<file path="config.mk">
export PLATFORM = sky130hd
export DESIGN_NAME = safe_entry_ctrl
export DESIGN_NICKNAME = d
export VERILOG_FILES = /design/src/rtl/safe_entry_ctrl.sv
export SDC_FILE = /design/constraint.sdc
export NUM_CORES = 1
export LEC_CHECK = 0
export BUFFER_PORTS_ARGS = -buffer_cell sky130_fd_sc_hd__buf_2
export CAP_MARGIN = 20
export CORE_UTILIZATION = 35
export DETAILED_ROUTE_END_ITERATION = 6
export GPL_TIMING_DRIVEN = 0
export PLACE_DENSITY_LB_ADDON = 0.2
export SETUP_SLACK_MARGIN = 0.05
export SLEW_MARGIN = 20
export SYNTH_ARGS = -nofsm -noshare
export SYNTH_HDL_FRONTEND = slang
export SYNTH_SLANG_ARGS = --single-unit
</file>
<file path="constraint.sdc">
create_clock -name clk -period 7.55 [get_ports clk]
set_clock_uncertainty 0.15 [all_clocks]
set_input_delay 1.1325 -clock clk [delete_from_list [all_inputs] [get_ports clk]]
set_output_delay 1.1325 -clock clk [all_outputs]
set_load 0.1 [all_outputs]
</file>
<file path="src/rtl/safe_entry_ctrl.sv">
`timescale 1ns/1ps
`default_nettype none
// ============================================================================
// Module   : safe_entry_ctrl
// Brief    : Safe keypad front-end. Conditions the confirm button, sequences
//            digit entry and verdicts, and enforces a timed lockout after
//            repeated failed attempts. Optional macro PENALTY_DOUBLE_EN makes
//            each repeated lockout double in length (up to 8x the base time).
// Revision : 1.0 - initial release
// ============================================================================
module safe_entry_ctrl #(
    parameter int DEBOUNCE_CYCLES = 500000,
    parameter int TIMEOUT_CYCLES  = 250000000,
    parameter int LOCK_CYCLES     = 150000000,
    parameter int MAX_FAILS       = 3,
    parameter int CNT_W           = 31
) (
    input  logic       clk,
    input  logic       rst_n,
    input  logic       i_confirm_raw,
    input  logic       i_verdict_valid,
    input  logic       i_verdict_ok,
    output logic       o_confirm_pulse,
    output logic       o_confirm_drop,
    output logic       o_abort_pulse,
    output logic [2:0] o_entry_count,
    output logic [2:0] o_fail_count,
    output logic       o_lockout,
    output logic [1:0] o_ctrl_state
);

    localparam int               c_DB_W         = (DEBOUNCE_CYCLES > 1) ? $clog2(DEBOUNCE_CYCLES) : 1;
    localparam logic [c_DB_W-1:0] c_DB_LAST     = c_DB_W'(DEBOUNCE_CYCLES - 1);
    localparam logic [CNT_W-1:0] c_TIMEOUT_LOAD = CNT_W'(TIMEOUT_CYCLES - 1);
    localparam logic [CNT_W-1:0] c_LOCK_BASE    = CNT_W'(LOCK_CYCLES);
    localparam logic [CNT_W-1:0] c_ONE          = CNT_W'(1);
    localparam logic [2:0]       c_MAX_FAILS    = 3'(MAX_FAILS);

    typedef enum logic [1:0] {
        ST_IDLE  = 2'b00,
        ST_ENTRY = 2'b01,
        ST_WAIT  = 2'b10,
        ST_LOCK  = 2'b11
    } state_t;

    // ------------------------------------------------------------------
    // Input conditioning: two-flop synchroniser followed by debounce
    // ------------------------------------------------------------------
    logic              r_sync1;
    logic              r_sync2;
    logic              r_deb;
    logic              r_deb_q;
    logic [c_DB_W-1:0] r_db_cnt;
    logic              w_press;

    always_ff @(posedge clk or negedge rst_n) begin
        if (!rst_n) begin
            r_sync1  <= 1'b0;
            r_sync2  <= 1'b0;
            r_deb    <= 1'b0;
            r_deb_q  <= 1'b0;
            r_db_cnt <= '0;
        end else begin
            r_sync1 <= i_confirm_raw;
            r_sync2 <= r_sync1;
            r_deb_q <= r_deb;
            if (r_sync2 == r_deb) begin
                r_db_cnt <= '0;
            end else if (r_db_cnt == c_DB_LAST) begin
                r_deb    <= r_sync2;
                r_db_cnt <= '0;
            end else begin
                r_db_cnt <= r_db_cnt + 1'b1;
            end
        end
    end

    assign w_press = r_deb & ~r_deb_q;

    // ------------------------------------------------------------------
    // Sequencer
    // ------------------------------------------------------------------
    state_t           r_state;
    state_t           w_state_nxt;
    logic [CNT_W-1:0] r_timer;
    logic [CNT_W-1:0] w_timer_nxt;
    logic [2:0]       r_entry;
    logic [2:0]       w_entry_nxt;
    logic [2:0]       r_fail;
    logic [2:0]       w_fail_nxt;
    logic [2:0]       w_fail_inc;
    logic             r_pulse;
    logic             w_pulse_nxt;
    logic             r_drop;
    logic             w_drop_nxt;
    logic             r_abort;
    logic             w_abort_nxt;
    logic [CNT_W-1:0] w_lock_load;

`ifdef PENALTY_DOUBLE_EN
    logic [1:0] r_lock_shift;
    logic [1:0] w_shift_nxt;

    assign w_lock_load = c_LOCK_BASE << r_lock_shift;

    always_ff @(posedge clk or negedge rst_n) begin
        if (!rst_n) begin
            r_lock_shift <= 2'd0;
        end else begin
            r_lock_shift <= w_shift_nxt;
        end
    end
`else
    assign w_lock_load = c_LOCK_BASE;
`endif

    assign w_fail_inc = (r_fail >= c_MAX_FAILS) ? c_MAX_FAILS : r_fail + 3'd1;

    always_comb begin
        w_state_nxt = r_state;
        w_timer_nxt = r_timer;
        w_entry_nxt = r_entry;
        w_fail_nxt  = r_fail;
        w_pulse_nxt = 1'b0;
        w_drop_nxt  = 1'b0;
        w_abort_nxt = 1'b0;
`ifdef PENALTY_DOUBLE_EN
        w_shift_nxt = r_lock_shift;
`endif
        case (r_state)
            ST_IDLE: begin
                if (w_press) begin
                    w_pulse_nxt = 1'b1;
                    w_entry_nxt = 3'd1;
                    w_timer_nxt = c_TIMEOUT_LOAD;
                    w_state_nxt = ST_ENTRY;
                end
            end
            ST_ENTRY: begin
                // An accepted press outranks a timeout expiring in the same cycle
                if (w_press) begin
                    w_pulse_nxt = 1'b1;
                    w_entry_nxt = r_entry + 3'd1;
                    w_timer_nxt = c_TIMEOUT_LOAD;
                    if (r_entry == 3'd3) begin
                        w_state_nxt = ST_WAIT;
                    end
                end else if (r_timer == '0) begin
                    w_abort_nxt = 1'b1;
                    w_entry_nxt = 3'd0;
                    w_state_nxt = ST_IDLE;
                end else begin
                    w_timer_nxt = r_timer - c_ONE;
                end
            end
            ST_WAIT: begin
                w_drop_nxt = w_press;
                if (i_verdict_valid) begin
                    if (i_verdict_ok) begin
                        w_fail_nxt  = 3'd0;
                        w_entry_nxt = 3'd0;
                        w_state_nxt = ST_IDLE;
`ifdef PENALTY_DOUBLE_EN
                        w_shift_nxt = 2'd0;
`endif
                    end else begin
                        w_fail_nxt = w_fail_inc;
                        if (w_fail_inc == c_MAX_FAILS) begin
                            w_timer_nxt = w_lock_load - c_ONE;
                            w_state_nxt = ST_LOCK;
                        end else begin
                            w_entry_nxt = 3'd0;
                            w_state_nxt = ST_IDLE;
                        end
                    end
                end else if (r_timer == '0) begin
                    w_abort_nxt = 1'b1;
                    w_entry_nxt = 3'd0;
                    w_state_nxt = ST_IDLE;
                end else begin
                    w_timer_nxt = r_timer - c_ONE;
                end
            end
            default: begin
                w_drop_nxt = w_press;
                if (r_timer == '0) begin
                    w_fail_nxt  = 3'd0;
                    w_entry_nxt = 3'd0;
                    w_state_nxt = ST_IDLE;
`ifdef PENALTY_DOUBLE_EN
                    w_shift_nxt = (r_lock_shift == 2'd3) ? 2'd3 : r_lock_shift + 2'd1;
`endif
                end else begin
                    w_timer_nxt = r_timer - c_ONE;
                end
            end
        endcase
    end

    always_ff @(posedge clk or negedge rst_n) begin
        if (!rst_n) begin
            r_state <= ST_IDLE;
            r_timer <= '0;
            r_entry <= 3'd0;
            r_fail  <= 3'd0;
            r_pulse <= 1'b0;
            r_drop  <= 1'b0;
            r_abort <= 1'b0;
        end else begin
            r_state <= w_state_nxt;
            r_timer <= w_timer_nxt;
            r_entry <= w_entry_nxt;
            r_fail  <= w_fail_nxt;
            r_pulse <= w_pulse_nxt;
            r_drop  <= w_drop_nxt;
            r_abort <= w_abort_nxt;
        end
    end

    assign o_confirm_pulse = r_pulse;
    assign o_confirm_drop  = r_drop;
    assign o_abort_pulse   = r_abort;
    assign o_entry_count   = r_entry;
    assign o_fail_count    = r_fail;
    assign o_lockout       = (r_state == ST_LOCK);
    assign o_ctrl_state    = r_state;

endmodule
`default_nettype wire

</file>
# == After elaboration in Yosys (flattened, before gate mapping) ==
# Cells that the tools add are included.
# totals
output_inout_bits,12
word_cells,79
input_bits,5
register_bits,65
# op_classes
order_cmp,1
n_addsub,4
bitwise,4
reduce_logical,9
n_eq_ne,13
muxes,36
# op_table
op,count
31-bit two-way mux,6
31-bit one-hot mux with 3 select lines,1
19-bit two-way mux,2
31-bit logical NOT,1
31-bit by 1-bit subtractor with 31-bit output (second input constant),1
3-bit two-way mux,10
19-bit by 1-bit adder with 19-bit output (second input constant),1
19-bit == test (second input constant),1
2-bit two-way mux,7
3-bit inequality test (second input constant),3
3-bit one-hot mux with 3 select lines,1
3-bit by 1-bit adder with 3-bit output (second input constant),2
3-bit by 2-bit == test with 1-bit output (second input constant),2
1-bit two-way mux,6
2-bit one-hot mux with 3 select lines,1
3-bit one-hot mux with 2 select lines,1
2-bit AND reduction,3
3-bit AND reduction,2
2-bit == test (second input constant),2
2-bit inequality test (second input constant),2
4-bit inequality test (second input constant),1
3-bit by 2-bit >= comparator with 1-bit output (second input constant),1
1-bit inverter,3
2-bit by 1-bit == test with 1-bit output (second input constant),1
6 further kinds,6

# == Logic depth before layout (Yosys ltp) ==
# Gate-level depths: netlist of the first run.
# logic_depth
depth_word,7
mapped_depth,10
mapped_depth_nobuf,8

# == Worst setup path after synthesis of the first run ==
# OpenSTA, ideal clock, no wires.
# synth_timing
path_type,register to output
startpoint,register r_state[0] (netlist: o_ctrl_state[0])
endpoint,output port o_lockout
t_arrival_ps,1968
required_ps,6267
stages_incl_launch_ff,2
n_path_buf,0
path_slack_ps,4300
cell_sequence,dfrtp_1 -> ha_1
# synth_via
elab_chain_cells,1
# synth_rtl
element,line,text
start: declaration,83,state_t r_state;
start signal: assignment,210,r_state <= w_state_nxt;
2-bit == test,225,assign o_lockout = (r_state == ST_LOCK);
end: declaration,28,"output logic o_lockout,"
# Every way passes these cells.

# == Worst setup path in the final report of the first run ==
# layout_timing
startpoint,register r_fail[0] (netlist: o_fail_count[0])
endpoint,register r_timer[27]
# layout_via
elab_chain_cells,5
word_cells_on_any_way,6
classes_between,add/sub: 1; order compare: 1; eq/ne: 2; mux: 1; reduce/logical: 1
# layout_rtl
element,line,text
start: declaration,89,logic [2:0] r_fail;
start signal: assignment,213,r_fail <= w_fail_nxt;
3-bit by 1-bit adder with 3-bit output or 3-bit by 2-bit >= comparator with 1-bit output (tied branches),117,assign w_fail_inc = (r_fail >= c_MAX_FAILS) ? c_MAX_FAILS : r_fail + 3'd1;
3-bit two-way mux *,117,
3-bit by 2-bit == test with 1-bit output *,168,if (w_fail_inc == c_MAX_FAILS) begin
3-bit inequality test (no line) *,-,
3-bit AND reduction (no line) *,-,
end signal: assignment,211,r_timer <= w_timer_nxt;
end: declaration,85,logic [CNT_W-1:0] r_timer;
# Every way passes the cells marked *; elsewhere a longest branch is shown, timed or not.
# A chain may end at the register's enable or synchronous reset.

==> results.py, run 1 <==
metrics = {
    "timing": {
        "worst_pin_slew_ps": 1053,
        "final_max_slew_viol_count": 0,
        "period_minus_slack_ps": 3376,
        "max_freq_mhz": 296.2,
        "period_share": 0.4471,
        "hold_viol": 0,
        "slew_headroom": 0.2928,
        "fin_tns_setup_ps": 0,
        "timing.hold.ws_ps": 188.6,
        "setup_viol": 0,
        "grt_setup_unrepaired": "no",
    },
    "worst_setup_path": {
        "r2r_start": "o_fail_count[0]",
        "cp.arrival_ps": 3450,
        "slowest_stage": "o21ai_0",
        "cp-endpoint": "r_timer[27]",
        "path_class": "reg -> reg",
        "max_stage_delay_ps": 620,
        "crit_start": "o_fail_count[0]",
        "worst-r2r-setup-slack_ps": 4170,
        "worstPathMaxFanout": 10,
        "timing.rr.end": "r_timer[27]",
        "critPathRequiredTime_ps": 7630,
        "startpoint_type": "register",
        "cp-end-kind": "register",
        "ff2ff_path_depth": 8,
        "cp_cell_sequence": "ha_1, ha_1, a211oi_1, a21oi_1, o21ai_0, clkbuf_1, buf_2, o21ai_0",
    },
    "place": {
        "gp_congestion": 0.8208,
        "placed_cells": 573,
        "port_buffers": 16,
        "post_dp_cell_area_um2": 4043,
        "dp_hpwl_mm": 6.885,
    },
    "cells_and_area": {
        "area_growth_pct": 13.04,
        "final_cell_count_no_fill": 589,
        "num_antenna_cells": 0,
        "final_area_um2": 4253,
        "fin_nets": 464,
        "final_layout_size_suffix_gt1_frac": 0.1104,
    },
    "grt": {
        "antenna_found_initial": 0,
        "track_usage": 0.1915,
        "grt_pass1_wl_mm": 16.65,
        "grt_max_degree": 49,
        "grt_pass1_vias": 3292,
        "overflow": 0,
    },
    "synthesis": {
        "synth_edf_count": 0,
        "ys_seq_area_frac": 0.4323,
        "synth-compound-area-share": 0.2059,
        "ys.flop_type": "dfrtp_1",
        "synthAdderAreaFrac": 0.03658,
        "synth-simple-area-share": 0.2471,
        "synth-xor-area-share": 0.03957,
        "ys_warn_count": 0,
        "ys_top_cells_by_area": "dfrtp_1 (43%), nor2_1 (5.0%), o21ai_0 (4.9%)",
        "synth_top_family_by_area": "simple AND/OR/NAND/NOR gates",
        "asyncSetResetFlopFracSynth": 1.000,
        "synthDistinctLibCells": 57,
        "yosys.area.top_type": "dfrtp_1",
        "synth_top_area_frac": 0.4323,
        "synth_area_per_cell_um2": 8.958,
        "synth-seq-cells": 65,
        "synth.area.mux_share": 0.002993,
        "netlist_area_um2": 3762,
        "synthCells": 420,
        "syn-num-nets": 436,
    },
    "clock_network": {
        "path_clk_slew_ps": 80,
        "clock_latency_ps": 360,
        "root_buffer": "clkbuf_8",
        "ctsResizeCount": 0,
        "post-cts-setup-buffers": 0,
        "cts_hold_buf": 0,
        "cts_tree": "yes",
        "cts_max_level": 3,
        "clockBufferDepth": 2,
        "cts_buffers": 9,
        "cts.sinks": 65,
    },
    "floorplanning": {
        "die_y_um": 105.7,
        "row_count": 37,
        "die_x_um": 105.7,
        "start_util": 0.3628,
        "io_pins": 17,
        "dieArea_um2": 11170,
        "coreArea_um2": 10370,
    },
    "power": {
        "p_per_area_nw_per_um2": 160.9,
        "total_leakage_power_nw": 1.885,
        "intPower_uw": 519.3,
        "pwr-share-seq": 0.513,
        "peakVddDrop_uv": 72.19,
        "p_sw_uw": 165.1,
        "comb_power_share": 0.021,
        "clkPwrFrac": 0.465,
        "switching_share": 0.2412,
        "total_power_uw": 684.5,
    },
    "route": {
        "drt-total-wl_mm": 9.793,
        "drtAntennaViolNets": 0,
        "drtIter0Drc": 215,
        "viasPerCell": 5.737,
        "dr.pass1.iters": 5,
        "wl_per_cell_um": 16.63,
        "drc": 0,
        "vias": 3379,
    },
    "flow_run": {
        "cap_violations": 0,
    },
    "min_path": {
        "min_path_type": "reg -> reg",
    },
    "run_status": {
        "status": "completed",
    },
}
[power groups by stage]
stage / combinational (mW) / clock, mW / sequential (mW)
2_1_floorplan: 0.00400 / 0 / 0.358
3_3_place_gp: 0.0136 / 0 / 0.358
3_5_place_dp: 0.0156 / 0 / 0.358
4_1_cts: 0.0156 / 0.326 / 0.351
5_1_grt: 0.0175 / 0.343 / 0.352
6_report: 0.0147 / 0.319 / 0.351
[layer usage]
layer | share of wire | up-vias | GRT usage
met5 | 0 | - | 0
met1 | 0.48 | 1663 | 0.2647
met3 | 0.047 | 20 | 0.04267
met2 | 0.45 | 82 | 0.2885
met4 | 0.020 | 0 | 0.07738
li1 | - | 1614 | -
[worst max-delay path, delay by kind of cell, from the launching register on]
kind	cells	cell delay, ps
AOI/OAI and AO/OA	4	1380
adders and majority gates	2	400
buffers and inverters	2	860
DFF	1	440
[worst min path at each step]
| stage | startpoint | endpoint | slack (ps) | cells after the start |
|---|---|---|---|---|
| finish | r_sync1 | r_sync2 | 190 | 0 |
| global route | r_sync1 | r_sync2 | 210 | 0 |
| CTS | r_sync1 | r_sync2 | 190 | 0 |
| detailed placement | r_sync1 | r_sync2 | 180 | 0 |
| global placement | r_sync1 | r_sync2 | 190 | 0 |
| floorplan | r_sync1 | r_sync2 | 180 | 0 |
[cell type report]
type | instances | area (um2)
clock buffer | 10 | 137.6
clock inverter | 6 | 72.57
sequential | 65 | 1627
multi-input combinational | 322 | 2002
timing repair buffer | 17 | 110.1
tap | 136 | 170.2
buffer | 20 | 85.08
inverter | 13 | 48.80
fill | 1071 | 6117
[cell usage in the layout (no fill, tap or decap), drive strengths merged, types with 5 or more instances in the layout]
master,instances
dfrtp,65
nor2,50
o21ai,39
nand2,29
clkbuf,26
a21oi,25
buf,21
nor3,19
inv,16
a31oi,15
ha,11
nand3,11
nor4,11
xor2,10
nand4,8
xnor2,7
nand2b,6
or3,6
o31ai,5
a41oi,5
or2,5
[registers in the layout (all words and copies together) (netlist names)]
signal,cells
r_timer,31
r_db_cnt,19
o_entry_count,3
o_fail_count,3
o_ctrl_state,2
o_abort_pulse,1
o_confirm_drop,1
o_confirm_pulse,1
r_deb,1
r_deb_q,1
r_sync1,1
r_sync2,1
[cells in the mapped netlist (2+ instances only)]
library cell / n
xnor2_1: 7
a211oi_1: 3
nor2b_1: 4
nor4_1: 9
nand2b_1: 6
nor2_1: 50
nand3b_1: 2
and2_1: 4
o21ai_1: 2
a21oi_1: 25
nor3b_1: 2
nand3_1: 10
a22o_1: 4
o31ai_1: 5
clkbuf_1: 16
a31oi_1: 15
or2_2: 4
nor4b_4: 2
nand2_1: 29
o21ai_0: 37
buf_2: 2
or4_1: 3
and4_1: 3
o21a_1: 4
a41oi_1: 5
ha_1: 11
nand4_1: 8
o211ai_1: 2
o2bb2ai_1: 4
or3_1: 5
nor3_1: 19
inv_1: 13
xor2_1: 10
and3_1: 3
a32o_1: 3
o311ai_0: 3
a2111oi_0: 2
dfrtp_1: 65
[through the flow]
step,util,setup slack (ps)
6_report,0.4101,4174
5_1_grt,0.4101,3928
4_1_cts,0.4101,4232
3_5_place_dp,0.3898,4240
3_3_place_gp,0.3869,4292
2_1_floorplan,-,4300
[logic make-up (layout without fill, tap and decap cells)]
family,count (synthesis),count (layout)
and+or+nand+nor,171,171
AOI/OAI and AO/OA,122,122
DFF,65,65
buffers and inverters,33,66
xor gates and xnor gates,17,17
adders and majority gates,11,11
muxes,1,1
Power figures use the tool's default switching activity.
==> inputs of run 2 (changes only) <==
==> constraint.sdc (replaced) <==
create_clock -name clk -period 3.2 [get_ports clk]
set_clock_uncertainty 0.15 [all_clocks]
set_input_delay 0.48 -clock clk [delete_from_list [all_inputs] [get_ports clk]]
set_output_delay 0.48 -clock clk [all_outputs]
set_load 0.1 [all_outputs]
==> run 2 against run 1 <==
  * Worst hold slack lost 110 ps
  * Combinational power grew 140%
  * Critical path type unchanged
  * Maximum frequency grew 15%
  * Critical endpoint unchanged
==> results.py, run 2 (synthesis results as in run 1) <==
metrics = {
    "route": {
        "wl_per_cell_um": 16.57,
        "drtAntennaViolNets": 0,
        "dr.pass1.iters": 5,
        "drt-total-wl_mm": 9.776,
        "drc": 0,
        "viasPerCell": 5.758,
        "drtIter0Drc": 208,
        "vias": 3397,
    },
    "power": {
        "peakVddDrop_uv": 170.3,
        "p_sw_uw": 389.2,
        "clkPwrFrac": 0.465,
        "pwr-share-seq": 0.513,
        "switching_share": 0.2409,
        "total_leakage_power_nw": 1.892,
        "comb_power_share": 0.022,
        "p_per_area_nw_per_um2": 378.5,
        "intPower_mw": 1.226,
    },
    "cells_and_area": {
        "final_layout_size_suffix_gt1_frac": 0.1145,
        "final_util": 0.4116,
        "largest_reg_flops": 31,
        "top_regs": "r_timer x31, r_db_cnt x19",
        "area_growth_pct": 13.44,
        "final_cell_count_no_fill": 590,
        "fin_nets": 465,
        "top_register": "r_timer",
        "num_antenna_cells": 0,
        "final_area_um2": 4268,
        "final_common_cell": "dfrtp_1",
        "fillers": 1070,
        "layout_common_cells": "dfrtp_1 (65), nor2_1 (50), o21ai_0 (36)",
    },
    "floorplanning": {
        "row_count": 37,
        "io_pins": 17,
        "die_x_um": 105.7,
        "dieArea_um2": 11170,
        "coreArea_um2": 10370,
        "start_util": 0.3628,
        "die_y_um": 105.7,
    },
    "timing": {
        "period_share": 0.9178,
        "timing.hold.ws_ps": 78.83,
        "hold_viol": 0,
        "worst_pin_slew_ps": 1044,
        "slew_headroom": 0.2989,
        "final_max_slew_viol_count": 0,
        "max_freq_mhz": 340.5,
        "period_minus_slack_ps": 2937,
        "grt_setup_unrepaired": "no",
        "setup_viol": 0,
    },
    "worst_setup_path": {
        "ff2ff_path_depth": 8,
        "cp-endpoint": "r_timer[27]",
        "cp.arrival_ps": 3010,
        "crit_start": "r_timer[0]",
        "timing.rr.end": "r_timer[27]",
        "path_class": "reg -> reg",
        "slowest_stage": "nor3_1",
        "cp-end-kind": "register",
        "r2r_start": "r_timer[0]",
        "cp_cell_sequence": "inv_1, ha_1, nor4b_1, nand4_1, nor3_1, nor2_1, a41oi_1, o21ai_0",
        "critPathRequiredTime_ps": 3280,
        "worst-r2r-setup-slack_ps": 260,
        "startpoint_type": "register",
        "worstPathMaxFanout": 6,
        "max_stage_delay_ps": 710,
    },
    "flow_run": {
        "cap_violations": 0,
    },
    "place": {
        "post_dp_cell_area_um2": 4043,
        "gp_congestion": 0.8208,
        "placed_cells": 573,
        "port_buffers": 16,
        "dp_hpwl_mm": 6.885,
    },
    "grt": {
        "grt_pass1_vias": 3295,
        "antenna_found_initial": 0,
        "grt_pass1_wl_mm": 16.66,
        "grt_max_degree": 49,
        "overflow": 0,
        "track_usage": 0.1916,
    },
    "clock_network": {
        "cts_tree": "yes",
        "clockBufferDepth": 2,
        "cts_max_level": 3,
        "cts_buffers": 9,
        "root_buffer": "clkbuf_8",
        "clock_latency_ps": 360,
        "cts.sinks": 65,
        "path_clk_slew_ps": 80,
    },
    "run_status": {
        "status": "completed",
    },
    "min_path": {
        "min_path_type": "in -> reg",
    },
}
## run 2: cell count changes in the layout (fill, tap and decap cells not counted), sizes merged
cell / previous run / this run
dlygate4sd3: 0 / 1
## run 2: layout make-up
class                   instances  area [um2]  area share
plain buffers                  20       86.33     0.02023
flip-flops and latches         65        1627      0.3811
repair buffers                 18       120.1     0.02814
multi-input cells             322        2006      0.4699
clock buffers                  10       137.6     0.03225
well taps                     136       170.2     0.03987
clock inverters                 6       72.57     0.01700
inverters                      13       48.80     0.01143
## run 2: how the worst min path moves through the flow
stage                  start       endpoint  slack (ps)  depth (start not counted)
6_report       i_confirm_raw        r_sync1          80                          1
5_1_grt        i_confirm_raw        r_sync1          60                          1
4_1_cts        i_confirm_raw        r_sync1          60                          1
3_5_place_dp         r_sync1        r_sync2         180                          0
3_3_place_gp         r_sync1        r_sync2         190                          0
2_1_floorplan          rst_n  o_abort_pulse          30                          0
## run 2: stage by stage
| step | TNS, ps | setup slack, ps | power [mW] |
|---|---|---|---|
| 5_1_grt | 0 | 90.94 | 1.681 |
| 2_1_floorplan | 0 | 115.0 | 0.8539 |
| 3_5_place_dp | -663.6 | -98.18 | 0.8817 |
| 4_1_cts | 0 | 70.80 | 1.636 |
| 6_report | 0 | 263.0 | 1.615 |
| 3_3_place_gp | -26.30 | -11.64 | 0.8773 |
## run 2: power by group through the flow
stage	Sequential [mW]	Clock, mW	Combinational [mW]
final	0.829	0.751	0.0355
after global routing	0.829	0.809	0.0422
after CTS	0.829	0.770	0.0377
after detailed placement	0.845	0	0.0368
after global placement	0.845	0	0.0322
after floorplan	0.844	0	0.00945
## run 2: routing by layer
metal	global-route usage	up-vias	wire length, um
met5	0	-	0
li1	-	1614	-
met4	0.07738	0	199
met1	0.2651	1660	4636
met3	0.04267	20	542
met2	0.2885	103	4398
## run 2: repair_timing
item	CTS	global route
hold buffers	1	0
endpoints found under the setup margin	13	19
setup buffers	0	0
hold endpoints to repair	17	0
resized for setup	1	3
## run 2: critical path: cells and delay by family, from the launching register on
kind,cells,cell delay (ps)
and+or+nand+nor,4,1520
DFF,1,420
AOI/OAI and AO/OA,2,390
adders and majority gates,1,230
buffers and inverters,1,100
